==> src/rtl/outerprodrc_drain.sv <==
// rtl/outerprodrc_drain.sv - run controller and shadow-buffered result drain for outerprodrc
module outerprodrc_drain #(
  parameter  int ROWNUM      = 2,
  parameter  int COLNUM      = 2,
  parameter  int BITWIDTH    = 4,
  parameter  int OUTBITWIDTH = 8,
  parameter  int PIPE        = 1,
  localparam int N           = ROWNUM * COLNUM,
  localparam int IDXW        = (N > 1) ? $clog2(N) : 1
) (
  input  logic                     iClk,
  input  logic                     iRstN,
  input  logic                     iStart,
  output logic                     oClr,
  output logic                     oEn,
  input  logic [N*OUTBITWIDTH-1:0] iData,
  output logic                     oValid,
  input  logic                     iReady,
  output logic [OUTBITWIDTH-1:0]   oData,
  output logic [IDXW-1:0]          oIdx,
  output logic                     oLast,
  output logic                     oBusy,
  output logic                     oDone
);

  localparam int RUNLEN = 2 ** (BITWIDTH - 1);

  typedef enum logic [2:0] {IDLE, CLR, RUN, WAIT, DRAIN} state_t;

  state_t                 state;
  logic [BITWIDTH-1:0]    run_cnt;
  logic [3:0]             wait_cnt;
  logic [IDXW-1:0]        idx;
  logic [OUTBITWIDTH-1:0] shadow [N];
  logic                   done;
  logic                   last_idx;

  assign last_idx = (idx == IDXW'(N - 1));

  always_ff @(posedge iClk or negedge iRstN) begin
    if (!iRstN) begin
      state    <= IDLE;
      run_cnt  <= '0;
      wait_cnt <= '0;
      idx      <= '0;
      done     <= 1'b0;
      for (int i = 0; i < N; i++) shadow[i] <= '0;
    end else begin
      done <= 1'b0;
      case (state)
        IDLE: if (iStart) state <= CLR;
        CLR: begin
          run_cnt <= BITWIDTH'(RUNLEN - 1);
          state   <= RUN;
        end
        RUN: begin
          if (run_cnt == '0) begin
            wait_cnt <= 4'(PIPE - 1);
            state    <= WAIT;
          end else begin
            run_cnt <= run_cnt - BITWIDTH'(1);
          end
        end
        WAIT: begin
          // The array output has settled by the end of the last WAIT cycle.
          if (wait_cnt == 4'd0) begin
            for (int i = 0; i < N; i++) shadow[i] <= iData[i*OUTBITWIDTH +: OUTBITWIDTH];
            state <= DRAIN;
          end else begin
            wait_cnt <= wait_cnt - 4'd1;
          end
        end
        DRAIN: begin
          if (iReady) begin
            if (last_idx) begin
              idx   <= '0;
              done  <= 1'b1;
              state <= IDLE;
            end else begin
              idx <= idx + IDXW'(1);
            end
          end
        end
        default: state <= IDLE;
      endcase
    end
  end

  assign oClr   = (state == CLR);
  assign oEn    = (state == RUN);
  assign oValid = (state == DRAIN);
  assign oBusy  = (state != IDLE);
  assign oLast  = (state == DRAIN) && last_idx;
  assign oDone  = done;
  assign oIdx   = idx;
  assign oData  = shadow[idx];

endmodule

==> config.mk <==
export PLATFORM = sky130hd
export DESIGN_NAME = outerprodrc_drain
export DESIGN_NICKNAME = d
export VERILOG_FILES = /design/src/rtl/outerprodrc_drain.sv
export SDC_FILE = /design/constraint.sdc
export NUM_CORES = 1
export LEC_CHECK = 0
export BUFFER_PORTS_ARGS = -buffer_cell sky130_fd_sc_hd__clkbuf_2
export CAP_MARGIN = 40
export CORE_ASPECT_RATIO = 0.6
export CORE_MARGIN = 2
export CORE_UTILIZATION = 30
export DETAILED_ROUTE_END_ITERATION = 7
export PLACE_DENSITY = 0.58
export SLEW_MARGIN = 20
export SYNTH_ARGS = -nofsm -noshare
export SYNTH_HDL_FRONTEND = slang
export SYNTH_SLANG_ARGS = --single-unit
==> constraint.sdc <==
create_clock -name iClk -period 1.7 [get_ports iClk]
set_input_delay 0.085 -clock iClk [delete_from_list [all_inputs] [get_ports iClk]]
set_output_delay 0.085 -clock iClk [all_outputs]
set_load 0.01 [all_outputs]
Word-level counts from Yosys, hierarchy flattened
Index checks and enable logic that the tools add are counted.

storage, ports and cells
  bits in registers = 46
  word-level logic and storage cells = 56

cells by class
  $add $sub $neg = 3
  magnitude comparators = 1
  eq/ne operators = 12
  mux-type cells = 18
  bitwise gates (word level) = 1
  reductions and logical operators = 12

operators by type and width
  cell                   number
  $bmux W8 S2            1
  $mux W8                2
  $pmux W4 S2            2
  $mux W3                5
  $pmux W3 S5            1
  $mux W4                3
  $logic_not A4 Y1       2
  $ne A2 B2 Y1 const B   4
  $sub A4 B1 Y4 const B  2
  $eq A3 B2 Y1 const B   2
  $ne A2 B1 Y1 const B   3
  $reduce_and A2 Y1      3
  $reduce_and A5 Y1      1
  $reduce_bool A2 Y1     2
  $eq A3 B1 Y1 const B   1
  $eq A3 B3 Y1 const B   1
  $ge A3 B3 Y1 const B   1
  $logic_not A3 Y1       1
  $mux W1                3
  $not A2 Y3             1
  $reduce_and A3 Y1      1
  $reduce_bool A3 Y1     1
  $add A2 B1 Y2 const B  1
  $eq A2 B2 Y1 const B   1
  other kinds (2)        2

Longest topological paths before layout
Gate-level depths: netlist of the first run.

  word-level depth = 4
  depth in mapped cells = 7

Worst setup path after synthesis of the first run
No wires, ideal clock.

  kind = flip-flop to flip-flop
  start = register wait_cnt[0]
  end = register shadow[15] (netlist name)
  arrival = 1,708 ps
  data required time = 1,575 ps
  slack = -133 ps
  cell stages (with the launch flop) = 8
  path buffers = 2
  cell sequence = dfrtp_1 -> inv_1 -> ha_1 -> nand2b_1 -> or4_4 -> buf_6 -> buf_8 -> mux2_4

on the way
  cells in the longest elaborated chain, start to end = 2

ends and longest elaborated chain
  item                                line  text
  start, declared                     32    logic [3:0] wait_cnt;
  start signal, assigned              58    wait_cnt <= 4'(PIPE - 1);
  start signal, assigned              70    wait_cnt <= wait_cnt - 4'd1;
  $logic_not A4 Y1                    66    if (wait_cnt == 4'd0) begin
  $reduce_and A2 Y1 (no source line)  -
  end, declared                       34    logic [OUTBITWIDTH-1:0] shadow [N];

No other way between the ends.
A chain may end at the register's enable or synchronous reset.

Final worst setup path of the first run
  start = register wait_cnt[0]
  end = register shadow[16] (netlist name)

The elaborated chain is that of the path after synthesis.

==> impl_metrics.tcl, run 1 <==
set metrics [dict create \
    outcome "complete, but fails checks" \
    violations "setup timing" \
    htree_levels 2 \
    grt_pass1_vias 1515 \
    via_count 1498 \
    setup_tns_ps -1260 \
    r2r-start "wait_cnt[0]" \
    p_per_area_nw_per_um2 1820 \
    ios 52 \
    drive_gt1_share_pct 58.8 \
    fp.dieH_um 72.1 \
    fin_crit_sh_pct 103 \
    drc 0 \
    r2r_cells 6 \
    switchingPower_w 0.00173 \
    cts_tree "done" \
    dpl.cell_count 328 \
    core_area_sq_um 7390 \
    holdCritPathClass "in -> reg" \
    synth.avg_cell_area_sq_um 14.9 \
    overflow 0 \
    max_slew_margin_pct 59.9 \
    power_frac_comb_pct 47.1 \
    hold_violations 0 \
    grt_util_all_layers_pct 12.1 \
    num_antenna_cells 0 \
    p_int_w 0.00379 \
    row_count 24 \
    synth_nets 196 \
    netlist_area_sq_um 2320 \
    crit_path_end_kind "register" \
    sequentialPowerShare_pct 35.0 \
    area_growth_pct 30.6 \
    ys_seq_elements 46 \
    clk_pin_slew_worst_paths_ps 60 \
    synthCells 156 \
    p_leak_nw 1.51 \
    drtPass1Iterations 4 \
    vias_per_cell 4.45 \
    grt_max_degree 47 \
    grt_pass1_wl_mm 7.84 \
    rsz0062_at_grt "yes" \
    reg2reg_to "shadow[16]" \
    yosysWarningCount 0 \
    power.share.clock_pct 18.0 \
    r2r_setup_slack_ps -50 \
    insertion_delay_ps 290 \
    worst_pin_slew_ps 601 \
    cp-startpoint "wait_cnt[0]" \
    cts_setup_buffers 0 \
    utilization_pct 41.0 \
    swShare_pct 31.3 \
    cp-start-kind "register" \
    synth-main-ff-cell "dfrtp_1" \
    stdcell_count 337 \
    drv_cap 0 \
    wire_per_inst_um 14.1 \
    synth_area_leader_cell "dfrtp_1" \
    ys_types 37 \
    skew_ps 3.19 \
    cts_made_buffers 5 \
    yosysSeqAreaShare_pct 49.6 \
    critical_path_arrival_ps 1920 \
    grt_antenna_before_repair 0 \
    final_nets 272 \
    cts.sinks 46 \
    fin_crit_ps 1750 \
    fill_cells 700 \
    crit_end "shadow[16]" \
    required_ps 1870 \
    cts_root_buf "clkbuf_16" \
    placement.io_buffers 51 \
    synth_edf_count 0 \
    setup_viol 31 \
    postRouteAntennaNets 0 \
    cp_max_fo 16 \
    fin_ws_ps -50.1 \
    drt_iter0_markers 80 \
    dieWidth_um 117 \
    clockBufferDepth 2 \
    maxSlewViolCount 0 \
    synth_top_area_share_pct 49.6 \
    dieArea_sq_um 8470 \
    hpwl_mm 3.41 \
    synthTopCellsByCount "46 x dfrtp_1, 29 x mux2_4, 8 x mux4_2" \
    wl_mm 4.77 \
    crit_type "reg -> reg" \
    synth.most_common_cell "dfrtp_1" \
    gp_congestion 0.761 \
    synthTopCellsByArea "dfrtp_1 50%, mux2_4 19%, mux4_2 7.8%" \
    async_flop_share_pct 100 \
    worst_ir_drop_vdd_mv 0.695 \
    start_util_pct 31.4 \
    fmax_mhz 571 \
]
state kept, by name, summed over array words and instances (netlist names):
name / cells
shadow: 32
run_cnt: 4
wait_cnt: 4
state: 3
oIdx: 2
oDone: 1
area by class of cell:
class	count	area, sq um	share of cell area, %
Sequential cell	46	1150	38.0
Multi-Input combinational cell	96	1090	35.9
Inverter	6	25.0	0.826
Clock inverter	2	12.5	0.413
Timing Repair Buffer	77	484	16.0
Clock buffer	6	139	4.59
Tap cell	104	130	4.30
power groups by stage:
stage | Combinational (W) | Clock [W] | Sequential (W)
floorplan | 0.00189 | 0 | 0.00181
global placement | 0.00253 | 0 | 0.00193
detailed placement | 0.00257 | 0 | 0.00194
CTS | 0.00261 | 0.00103 | 0.00193
global route | 0.00280 | 0.00109 | 0.00199
finish | 0.00260 | 0.000990 | 0.00193
worst max-delay path: stages, from the launching register on:
cell	delay [ps]
dfrtp_1	380
inv_2	90
ha_4	150
nand2b_4	50
or4_4	460
buf_12	190
mux2_4	300
stage by stage:
step,hold WS [ps],worst slack [ps],total power [W],instance area (sq um)
final,25.3,-50.1,0.00551,3030
after global routing,12.0,-115,0.00589,3030
after CTS,16.5,-53.0,0.00557,3020
after global placement,224,-65.7,0.00447,2830
after floorplan,-211,-133,0.00370,2320
after detailed placement,228,-81.1,0.00451,2830
kinds of logic (layout without fill, tap and decap cells):
logic type | after synthesis | after routing | share of synthesized area (%)
compound gates | 13 | 13 | 4.10
fa+ha+maj | 4 | 4 | 2.16
buf+inv | 14 | 91 | 4.59
flops | 46 | 46 | 49.6
mux | 46 | 46 | 30.8
simple gates | 33 | 33 | 8.74
layout by cell type (no fill, tap or decap), drive strengths merged, types with 2 or more instances in the layout:
cell type	count
a31oi	2
buf	26
clkbuf	56
dfrtp	46
ha	4
inv	6
mux2	35
mux2i	3
mux4	8
nand2	5
nand2b	3
nor2	5
nor2b	2
nor3	4
nor3b	6
o21bai	2
o2bb2ai	3
or3b	2
repair_timing:
| item | CTS | global route |
|---|---|---|
| endpoints found under the setup margin | 34 | 34 |
| pin swaps | 0 | 1 |
| endpoints found under the hold margin | 46 | 0 |
| hold buffers | 1 | 0 |
| resized for setup | 7 | 4 |
worst min-delay path by stage:
stage | from | end | cells after the start
after floorplan | iRstN | oDone | 0
after global placement | iRstN | oDone | 2
after detailed placement | iRstN | shadow[23] | 2
after CTS | iData[30] | shadow[6] | 2
after global routing | iData[2] | shadow[26] | 2
final | iData[30] | shadow[6] | 2
routing by layer:
layer  track usage (%)  vias up  part of all wire [%]
met4              4.82        0                   1.6
li1                  -      720                     -
met5                 0        -                     0
met2              16.4       45                    39
met1              17.6      725                    54
met3              4.09        8                   5.9
No activity file was read; power rests on OpenSTA's default activity.
==> run 2: changes to the inputs <==
--- a/config.mk
+++ b/config.mk
@@ -5,13 +5,14 @@
 export SDC_FILE = /design/constraint.sdc
 export NUM_CORES = 1
 export LEC_CHECK = 0
+export ABC_AREA = 0
 export BUFFER_PORTS_ARGS = -buffer_cell sky130_fd_sc_hd__clkbuf_2
 export CAP_MARGIN = 40
 export CORE_ASPECT_RATIO = 0.6
 export CORE_MARGIN = 2
-export CORE_UTILIZATION = 30
+export CORE_UTILIZATION = 35
 export DETAILED_ROUTE_END_ITERATION = 7
-export PLACE_DENSITY = 0.58
+export PLACE_DENSITY = 0.63
 export SLEW_MARGIN = 20
 export SYNTH_ARGS = -nofsm -noshare
 export SYNTH_HDL_FRONTEND = slang
==> constraint.sdc (replaced) <==
create_clock -name iClk -period 1.8 [get_ports iClk]
set_input_delay 0.09 -clock iClk [delete_from_list [all_inputs] [get_ports iClk]]
set_output_delay 0.09 -clock iClk [all_outputs]
set_load 0.01 [all_outputs]
==> run 2 against run 1 <==
The run still ends with setup timing left; die area is 14% lower; routed wire length is 5.1% higher; first-iteration DRC count is 64% lower; combinational power is 4% lower; register-to-register slack hardly changed; design area is 0.62% lower; via count is 0.60% higher; sequential power is 5% lower; flip-flop and latch count stayed put.
==> impl_metrics.tcl, run 2 (same netlist as run 1, synthesis figures left out) <==
set metrics [dict create \
    p_per_area_nw_per_um2 1650 \
    insertion_delay_ps 290 \
    fp.dieH_um 67.0 \
    cts.sinks 46 \
    fmax_mhz 542 \
    utilization_pct 48.2 \
    core_area_sq_um 6250 \
    hpwl_mm 3.41 \
    hold_depth 2 \
    total_power_w 0.00495 \
    fin_crit_ps 1850 \
    fin_crit_sh_pct 103 \
    largest_reg_flops 32 \
    rsz0062_at_grt "yes" \
    grt_max_degree 47 \
    stdcell_count 318 \
    wl_mm 5.01 \
    dpl.cell_count 301 \
    r2r_setup_slack_ps -50 \
    placement.io_buffers 51 \
    outcome "complete, but fails checks" \
    reg_top3 "shadow: 32 flops, run_cnt: 4 flops, wait_cnt: 4 flops" \
    setup_viol 29 \
    grt_pass1_wl_mm 8.08 \
    num_antenna_cells 0 \
    fill_cells 542 \
    holdCritPathClass "in -> reg" \
    start_util_pct 37.1 \
    violations "setup timing" \
    skew_ps 3.32 \
    cts_tree "done" \
    top_register "shadow" \
    postRouteAntennaNets 0 \
    dieArea_sq_um 7310 \
    clk_pin_slew_worst_paths_ps 90 \
    cp_slowest_cell "or4_4" \
    hold_violations 0 \
    clockBufferDepth 2 \
    grt_util_all_layers_pct 15.2 \
    p_leak_nw 1.51 \
    row_count 22 \
    pre_cts_ws_ps -65.7 \
    r2r_cells 6 \
    worst_pin_slew_ps 575 \
    final_common_cell "clkbuf_2" \
    drv_cap 0 \
    area_growth_pct 29.8 \
    multi_input_area_sq_um 1090 \
    ios 52 \
    crit_chain "inv_2 -> ha_4 -> nand2b_4 -> or4_4 -> buf_12 -> mux2_4" \
    dieWidth_um 109 \
    final_nets 273 \
    critical_path_arrival_ps 2030 \
    grt_antenna_before_repair 0 \
    overflow 0 \
    crit_path_max_incr_delay_ps 520 \
    seqCellArea_sq_um 1150 \
    worst_ir_drop_vdd_mv 0.676 \
    wire_per_inst_um 15.8 \
    fin_ws_ps -46.5 \
    grt_pass1_vias 1540 \
    drt_iter0_markers 29 \
    cts_made_buffers 5 \
    vias_per_cell 4.74 \
    crit_path_end_kind "register" \
    maxSlewViolCount 0 \
    hold_slack_ps 21.4 \
    cp-start-kind "register" \
    cp_max_fo 13 \
    gp_congestion 0.817 \
    max_slew_margin_pct 61.7 \
    drtPass1Iterations 4 \
    via_count 1507 \
    htree_levels 2 \
    crit_type "reg -> reg" \
    layout_common_cells "51 x clkbuf_2, 45 x dfrtp_1, 29 x mux2_4" \
    drive_gt1_share_pct 59.0 \
    drc 0 \
    required_ps 1980 \
    cts_root_buf "clkbuf_8" \
]
## run 2: cell types whose count changed in the layout (fill, tap and decap cells not counted), sizes merged
| cell | before | now |
|---|---|---|
| dlygate4sd3 | 1 | 3 |
| clkinv | 1 | 2 |
| buf | 26 | 24 |
## run 2: timing repair
action / 4_1_cts / 5_1_grt
endpoints found under the setup margin: 32 / 36
hold buffers: 1 / 2
cloned: 2 / 0
pin swaps: 0 / 1
gates resized for setup: 7 / 5
endpoints found under the hold margin: 46 / 2
buffers inserted: 2 / 2
## run 2: worst paths after layout
path / endpoint / from
worst max-delay path: shadow[20] / wait_cnt[0]
worst min-delay path: shadow[13] / iData[21]
worst max register to register: shadow[20] / wait_cnt[0]
worst min register to register: shadow[30] / shadow[30]
max in group asynchronous: state[2] / iRstN
min in group asynchronous: shadow[25] / iRstN
## run 2: cell type report
type / instances / area share [%]
Tap cell: 84 / 3.49
Multi-Input combinational cell: 96 / 36.3
Clock inverter: 3 / 0.707
Clock buffer: 5 / 2.29
Timing Repair Buffer: 78 / 18.2
Inverter: 6 / 0.748
Sequential cell: 46 / 38.3
## run 2: per-stage QoR
stage	cell area, sq um	TNS (ps)
after floorplan	2320	-901
after global placement	2770	-3.63
final	3010	-927
after detailed placement	2770	-1490
after CTS	2960	-728
after global routing	3010	-2600
## run 2: report_power, final
part           switching [W]  total [W]  internal (W)  leakage, nW
clock               0.000352   0.000625      0.000273       0.0441
combinational       0.000957    0.00249       0.00153        0.913
sequential          0.000339    0.00184       0.00150        0.550
total                0.00165    0.00495       0.00331         1.51
## run 2: worst max-delay path, delay by kind of cell, from the launching register on
family	cells	cell delay, ps
adder cells (fa/ha/maj)	1	160
buffers and inverters	2	300
flip-flops	1	400
multiplexers	1	300
AND/OR/NAND/NOR	2	580
## run 2: per-layer routing
metal / share of wire [%] / track usage [%] / routed length [um] / up-vias
met4: 0.84 / 5.29 / 42 / 0
met3: 5.7 / 3.91 / 287 / 2
met2: 40 / 20.3 / 2010 / 41
met5: 0 / 0 / 0 / -
li1: - / - / - / 722
met1: 53 / 23.2 / 2670 / 742
